**src/rtl/fp8_add_arbiter_if.sv**
```systemverilog
// fp8_add_arbiter_if
//   Bundles the request, response and adder-side signals of fp8_add_arbiter.
//   slave  : arbiter side (drives req_ready, rsp_*, add_a/add_b/add_ena, busy)
//   master : environment side (drives req_valid/req_a/req_b, rsp_ready, add_y)
//   Parameters: NREQ requesters (2..8), IDW bits of response index.
interface fp8_add_arbiter_if #(
  parameter int unsigned NREQ = 4,
  parameter int unsigned IDW  = 3
);
  logic [NREQ-1:0]   req_valid;
  logic [NREQ-1:0]   req_ready;
  logic [8*NREQ-1:0] req_a;
  logic [8*NREQ-1:0] req_b;
  logic              rsp_valid;
  logic              rsp_ready;
  logic [7:0]        rsp_data;
  logic [IDW-1:0]    rsp_id;
  logic [7:0]        add_a;
  logic [7:0]        add_b;
  logic              add_ena;
  logic [7:0]        add_y;
  logic              busy;

  modport slave (
    input  req_valid, req_a, req_b, rsp_ready, add_y,
    output req_ready, rsp_valid, rsp_data, rsp_id, add_a, add_b, add_ena, busy
  );

  modport master (
    output req_valid, req_a, req_b, rsp_ready, add_y,
    input  req_ready, rsp_valid, rsp_data, rsp_id, add_a, add_b, add_ena, busy
  );
endinterface

```
**src/rtl/fp8_add_arbiter.sv**
```systemverilog
// fp8_add_arbiter
//   Shares one registered FP8 (1-4-3) adder between NREQ requesters.
//   Sequence per operation: IDLE (accept) -> ISSUE (add_ena=1) -> CAPTURE
//   (sample add_y) -> RESP (hold until rsp_ready).
//   Ports:
//     clk, rst   : clock, asynchronous active-high reset
//     bus.slave  : req_valid/req_ready/req_a/req_b request side,
//                  rsp_valid/rsp_ready/rsp_data/rsp_id response side,
//                  add_a/add_b/add_ena/add_y adder side, busy status
//   Configuration macro: FP8_ARB_RR_EN
//     defined   -> round-robin grant using a rotating pointer
//     undefined -> fixed priority, lowest index wins, no pointer register
//   req_ready is the only combinational output; everything else is a flop.
module fp8_add_arbiter #(
  parameter int unsigned NREQ = 4,
  parameter int unsigned IDW  = 3
) (
  input logic               clk,
  input logic               rst,
  fp8_add_arbiter_if.slave  bus
);

  typedef enum logic [1:0] {
    S_IDLE,
    S_ISSUE,
    S_CAPTURE,
    S_RESP
  } state_t;

  state_t         state_q, state_d;
  logic [7:0]     add_a_q, add_a_d;
  logic [7:0]     add_b_q, add_b_d;
  logic           add_ena_q, add_ena_d;
  logic [IDW-1:0] gnt_id_q, gnt_id_d;
  logic           rsp_valid_q, rsp_valid_d;
  logic [7:0]     rsp_data_q, rsp_data_d;
  logic [IDW-1:0] rsp_id_q, rsp_id_d;
  logic           busy_q, busy_d;
`ifdef FP8_ARB_RR_EN
  logic [IDW-1:0] ptr_q, ptr_d;
`endif

  logic            any_valid;
  logic [IDW-1:0]  gnt_idx;
  logic            accept;
  logic [NREQ-1:0] req_ready;

  // Grant selection
  always_comb begin
    any_valid = 1'b0;
    gnt_idx   = '0;
`ifdef FP8_ARB_RR_EN
    // Search starts just above the last winner and wraps around.
    for (int unsigned off = 1; off <= NREQ; off++) begin
      int unsigned idx;
      idx = (32'(ptr_q) + off) % NREQ;
      if (!any_valid && bus.req_valid[idx]) begin
        any_valid = 1'b1;
        gnt_idx   = IDW'(idx);
      end
    end
`else
    for (int unsigned i = 0; i < NREQ; i++) begin
      if (!any_valid && bus.req_valid[i]) begin
        any_valid = 1'b1;
        gnt_idx   = IDW'(i);
      end
    end
`endif
  end

  // Reset is folded in so req_ready reads 0 while rst is held.
  assign accept = (state_q == S_IDLE) && any_valid && !rst;

  always_comb begin
    req_ready = '0;
    if (accept) begin
      req_ready[gnt_idx] = 1'b1;
    end
  end

  // Next-state and registered-output logic
  always_comb begin
    state_d     = state_q;
    add_a_d     = add_a_q;
    add_b_d     = add_b_q;
    add_ena_d   = add_ena_q;
    gnt_id_d    = gnt_id_q;
    rsp_valid_d = rsp_valid_q;
    rsp_data_d  = rsp_data_q;
    rsp_id_d    = rsp_id_q;
    busy_d      = busy_q;
`ifdef FP8_ARB_RR_EN
    ptr_d       = ptr_q;
`endif
    case (state_q)
      S_IDLE: begin
        if (accept) begin
          // The operand flops double as the latched request; they are
          // presented to the adder from the ISSUE cycle onward.
          add_a_d   = bus.req_a[8*gnt_idx +: 8];
          add_b_d   = bus.req_b[8*gnt_idx +: 8];
          add_ena_d = 1'b1;
          gnt_id_d  = gnt_idx;
          busy_d    = 1'b1;
`ifdef FP8_ARB_RR_EN
          ptr_d     = gnt_idx;
`endif
          state_d   = S_ISSUE;
        end
      end
      S_ISSUE: begin
        add_ena_d = 1'b0;
        state_d   = S_CAPTURE;
      end
      S_CAPTURE: begin
        rsp_data_d  = bus.add_y;
        rsp_id_d    = gnt_id_q;
        rsp_valid_d = 1'b1;
        state_d     = S_RESP;
      end
      S_RESP: begin
        if (bus.rsp_ready) begin
          rsp_valid_d = 1'b0;
          busy_d      = 1'b0;
          state_d     = S_IDLE;
        end
      end
      default: begin
        state_d = S_IDLE;
      end
    endcase
  end

  always_ff @(posedge clk or posedge rst) begin
    if (rst) begin
      state_q     <= S_IDLE;
      add_a_q     <= '0;
      add_b_q     <= '0;
      add_ena_q   <= 1'b0;
      gnt_id_q    <= '0;
      rsp_valid_q <= 1'b0;
      rsp_data_q  <= '0;
      rsp_id_q    <= '0;
      busy_q      <= 1'b0;
`ifdef FP8_ARB_RR_EN
      ptr_q       <= IDW'(NREQ - 1);
`endif
    end else begin
      state_q     <= state_d;
      add_a_q     <= add_a_d;
      add_b_q     <= add_b_d;
      add_ena_q   <= add_ena_d;
      gnt_id_q    <= gnt_id_d;
      rsp_valid_q <= rsp_valid_d;
      rsp_data_q  <= rsp_data_d;
      rsp_id_q    <= rsp_id_d;
      busy_q      <= busy_d;
`ifdef FP8_ARB_RR_EN
      ptr_q       <= ptr_d;
`endif
    end
  end

  assign bus.req_ready = req_ready;
  assign bus.add_a     = add_a_q;
  assign bus.add_b     = add_b_q;
  assign bus.add_ena   = add_ena_q;
  assign bus.rsp_valid = rsp_valid_q;
  assign bus.rsp_data  = rsp_data_q;
  assign bus.rsp_id    = rsp_id_q;
  assign bus.busy      = busy_q;

endmodule

```
**src/flat_wrapper.sv**
```systemverilog
// flat-port wrapper written by rule: the top's interface ports become plain ports
module fp8_add_arbiter_flat 
#(
  parameter int unsigned NREQ = 4,
  parameter int unsigned IDW  = 3
)
  (clk, rst, bus_req_valid, bus_req_a, bus_req_b, bus_rsp_ready, bus_add_y, bus_req_ready, bus_rsp_valid, bus_rsp_data, bus_rsp_id, bus_add_a, bus_add_b, bus_add_ena, bus_busy);
  fp8_add_arbiter_if #(.NREQ(NREQ), .IDW(IDW)) bus_i ();
  input logic clk;
  input logic rst;
  input wire logic [$bits(bus_i.req_valid)-1:0] bus_req_valid;
  input wire logic [$bits(bus_i.req_a)-1:0] bus_req_a;
  input wire logic [$bits(bus_i.req_b)-1:0] bus_req_b;
  input wire logic [$bits(bus_i.rsp_ready)-1:0] bus_rsp_ready;
  input wire logic [$bits(bus_i.add_y)-1:0] bus_add_y;
  output wire logic [$bits(bus_i.req_ready)-1:0] bus_req_ready;
  output wire logic [$bits(bus_i.rsp_valid)-1:0] bus_rsp_valid;
  output wire logic [$bits(bus_i.rsp_data)-1:0] bus_rsp_data;
  output wire logic [$bits(bus_i.rsp_id)-1:0] bus_rsp_id;
  output wire logic [$bits(bus_i.add_a)-1:0] bus_add_a;
  output wire logic [$bits(bus_i.add_b)-1:0] bus_add_b;
  output wire logic [$bits(bus_i.add_ena)-1:0] bus_add_ena;
  output wire logic [$bits(bus_i.busy)-1:0] bus_busy;
  assign bus_i.req_valid = bus_req_valid;
  assign bus_i.req_a = bus_req_a;
  assign bus_i.req_b = bus_req_b;
  assign bus_i.rsp_ready = bus_rsp_ready;
  assign bus_i.add_y = bus_add_y;
  assign bus_req_ready = bus_i.req_ready;
  assign bus_rsp_valid = bus_i.rsp_valid;
  assign bus_rsp_data = bus_i.rsp_data;
  assign bus_rsp_id = bus_i.rsp_id;
  assign bus_add_a = bus_i.add_a;
  assign bus_add_b = bus_i.add_b;
  assign bus_add_ena = bus_i.add_ena;
  assign bus_busy = bus_i.busy;
  fp8_add_arbiter #(.NREQ(NREQ), .IDW(IDW)) u_core (.clk(clk), .rst(rst), .bus(bus_i));
endmodule
```
**config.mk**
```make
export PLATFORM = sky130hd
export DESIGN_NAME = fp8_add_arbiter_flat
export DESIGN_NICKNAME = d
export VERILOG_FILES = /design/src/rtl/fp8_add_arbiter_if.sv /design/src/rtl/fp8_add_arbiter.sv /design/src/flat_wrapper.sv
export SDC_FILE = /design/constraint.sdc
export NUM_CORES = 1
export LEC_CHECK = 0
export ABC_AREA = 1
export CAP_MARGIN = 10
export CORE_ASPECT_RATIO = 1.1
export CORE_MARGIN = 5
export CORE_UTILIZATION = 38
export CTS_CLUSTER_DIAMETER = 150
export DETAILED_ROUTE_END_ITERATION = 16
export GPL_ROUTABILITY_DRIVEN = 0
export GPL_TIMING_DRIVEN = 0
export PLACE_DENSITY_LB_ADDON = 0.15
export SYNTH_ARGS = -nofsm -noshare
export SYNTH_HDL_FRONTEND = slang
export SYNTH_SLANG_ARGS = --single-unit
```
**constraint.sdc**
```tcl
create_clock -name clk -period 1.8 [get_ports clk]
set_input_delay 0.45 -clock clk [delete_from_list [all_inputs] [get_ports clk]]
set_output_delay 0.45 -clock clk [all_outputs]
set_load 0.02 [all_outputs]
```
==> results.json <==
{
  "synth_top_area_share_pct": 38.60,
  "period_needed_ns": 1.938,
  "relSlewSlack_pct": 53.12,
  "hold_path.class": "in -> async",
  "fin_ws_ns": -0.1381,
  "core_um2": 5430,
  "path_cells": "inv_2 -> ha_4 -> inv_2 -> nor2_4 -> nand2_4 -> inv_4 -> buf_6 -> nand2_2 -> inv_2 -> buf_6",
  "wirelength_um": 6973,
  "holdWs_ns": 0.4630,
  "chipWidth_um": 81.55,
  "io_pins": 113,
  "netlist_top_cells_count": "84 x nand2_1, 74 x nor2_1, 38 x inv_1",
  "critPathSlowestCell": "dfrtp_1",
  "track_usage_pct": 19.78,
  "antenna_left": 0,
  "synth_most_common_cell": "nand2_1",
  "fin_skew_ns": 0.005121,
  "cts_hold_buffers": 0,
  "drc": 0,
  "ys_ff_latch": 33,
  "start_util_pct": 39.40,
  "synth-edff-count": 0,
  "dr.pass1.iters": 4,
  "yosysTopAreaCell": "dfrtp_1",
  "ys_types": 18,
  "dpl.hpwl_um": 5160,
  "root_buffer": "clkbuf_8",
  "clock_latency_ns": 0.28,
  "tritoncts": "done",
  "htree_levels": 2,
  "violations": "setup timing",
  "overflow": 0,
  "cts_buffers": 5,
  "drt-initial-drc-count": 77,
  "dp_slack_ns": -1.029,
  "rsz0062_at_grt": "yes",
  "cp-end-kind": "primary output",
  "fmax_mhz": 516.0,
  "path_class": "reg -> out",
  "vias": 2418,
  "cts_buffer_depth": 2,
  "avgSynthCellArea_um2": 6.728,
  "area_growth_pct": 77.60,
  "grt_pass1_vias": 2456,
  "clk_pin_slew_worst_paths_ns": 0.06,
  "path_common_cell": "inv_2",
  "setup_viol_count_final": 4,
  "grt_max_degree": 20,
  "utilization_pct": 69.98,
  "async_reset_ff_share_pct": 100.0,
  "critPathLaunchType": "flip-flop",
  "worst_pin_slew_ns": 0.7024,
  "maxSlewViolCount": 0,
  "fin_nets": 546,
  "die_h_um": 88.70,
  "status": "finished with violations",
  "grt_pass1_wl_um": 10920,
  "num_rows": 28,
  "drv_cap": 0,
  "ir_worst_vdd_mv": 0.6189,
  "clock-sinks": 33,
  "syn_area_um2": 2140,
  "fin_crit_sh_pct": 107.7,
  "slowest_delay_ns": 0.40,
  "ys_warn_count": 0,
  "syn_inst": 318,
  "synth_nets": 402,
  "worstPathArrival_ns": 1.49,
  "required_ns": 1.35,
  "critPathMaxFanout": 3,
  "p_leak_nw": 1.859,
  "synthFlopType": "dfrtp_1",
  "die_area_um2": 7233,
  "diodes": 0,
  "viasPerCell": 4.503,
  "p_per_area_nw_per_um2": 1237,
  "hold_viol": 0,
  "drive_above_1_share_pct": 18.61,
  "synthTopCellsByArea": "dfrtp_1 39%, nand2_1 15%, nor2_1 13%, inv_1 6.7%, nand3_1 5.6%",
  "drt-wirelength-per-cell_um": 12.99,
  "ys_seq_area_share_pct": 38.60,
  "port_buffers": 111,
  "antenna_found_initial": 0
}
==> sequential cells by signal, indices dropped and copies added, names as in the netlist <==
signal / cells
u_core.bus.add_a: 8
u_core.bus.add_b: 8
u_core.bus.rsp_data: 8
u_core.bus.rsp_id: 2
u_core.gnt_id_q: 2
u_core.state_q: 2
u_core.bus.add_ena: 1
u_core.bus.busy: 1
u_core.bus.rsp_valid: 1
==> where the power goes <==
part	internal, W	switching, W
clock network	0.000303	0.000249
logic	0.00142	0.00139
registers	0.00111	0.000215
==> metal layers <==
layer | global-route usage [%] | vias to the layer above | share of wire [%]
met2 | 35.33 | 91 | 51
met5 | 0 | - | 0
li1 | - | 1264 | -
met1 | 22.05 | 1059 | 41
met4 | 6.912 | 0 | 1.0
met3 | 6.110 | 4 | 7.8
==> kinds of logic (layout without fill, tap and decap cells) <==
logic type	after synthesis	after routing	synth area share, %
and+or+nand+nor	203	203	41.05
buffers and inverters	56	200	12.46
DFF	33	33	38.60
AOI/OAI and AO/OA	20	20	4.795
adders and majority gates	5	5	2.924
other	1	1	0.1753
==> final timing paths <==
kind	slack, ns	endpoint	depth (start not counted)	startpoint
setup / recovery	-0.14	bus_req_ready[1]	10	u_core.state_q[1]$_DFFE_PP0P_
hold / removal	0.46	u_core.bus.add_a[2]$_DFFE_PP0P_	2	rst
setup reg to reg	0.06	u_core.bus.add_b[3]$_DFFE_PP0P_	13	u_core.state_q[1]$_DFFE_PP0P_
hold reg to reg	0.47	u_core.bus.rsp_data[7]$_DFFE_PP0P_	2	u_core.bus.rsp_data[7]$_DFFE_PP0P_
max in group asynchronous	0.81	u_core.bus.rsp_data[4]$_DFFE_PP0P_	3	rst
min in group clk	0.47	u_core.bus.rsp_data[7]$_DFFE_PP0P_	2	u_core.bus.rsp_data[7]$_DFFE_PP0P_
==> stage by stage <==
stage               cells  TNS [ns]  total power [W]  area, µm²
global placement      504    -14.97         0.003560       3344
finish                537   -0.4928         0.004699       3800
detailed placement    505    -7.744         0.003626       3372
global route          537    -1.159         0.005037       3800
floorplan             318         0         0.002543       2140
CTS                   535   -0.5392         0.004504       3689
==> area by class of cell <==
| type | count | area (µm²) |
|---|---|---|
| fillers | 471 | 1630 |
| plain buffers | 16 | 153.9 |
| inverters | 38 | 145.1 |
| flip-flops and latches | 33 | 825.8 |
| multi-input cells | 229 | 1125 |
| well taps | 75 | 93.84 |
| repair buffers | 139 | 1370 |
| clock buffers | 7 | 86.33 |
==> repair_timing <==
action | CTS | global route
pin swaps | 8 | 2
setup endpoints to repair | 4 | 28
gates resized for setup | 53 | 29
setup buffers | 25 | 2
gates cloned | 0 | 1
==> layout by cell type, fill, tap and decap left out, types with 4 or more instances in the layout <==
cell and instances:
nor2_2 8, o21ai_0 5, clkbuf_8 6, nor2_4 7
clkdlybuf4s50_1 102, dlygate4sd2_1 4, a21oi_1 12, ha_1 4
dfrtp_1 33, inv_2 5, nand3_1 23, nand3_2 6
nand2_1 82, nor2_1 62, nand4_1 11, inv_1 32
buf_4 28, buf_6 12
==> worst max-delay path: cells and delay by family, from the launching register on <==
family | cells | cell delay (ns)
buf+inv | 6 | 0.44
flops | 1 | 0.40
simple gates | 3 | 0.21
fa+ha+maj | 1 | 0.14
Power figures use the tool's default switching activity.
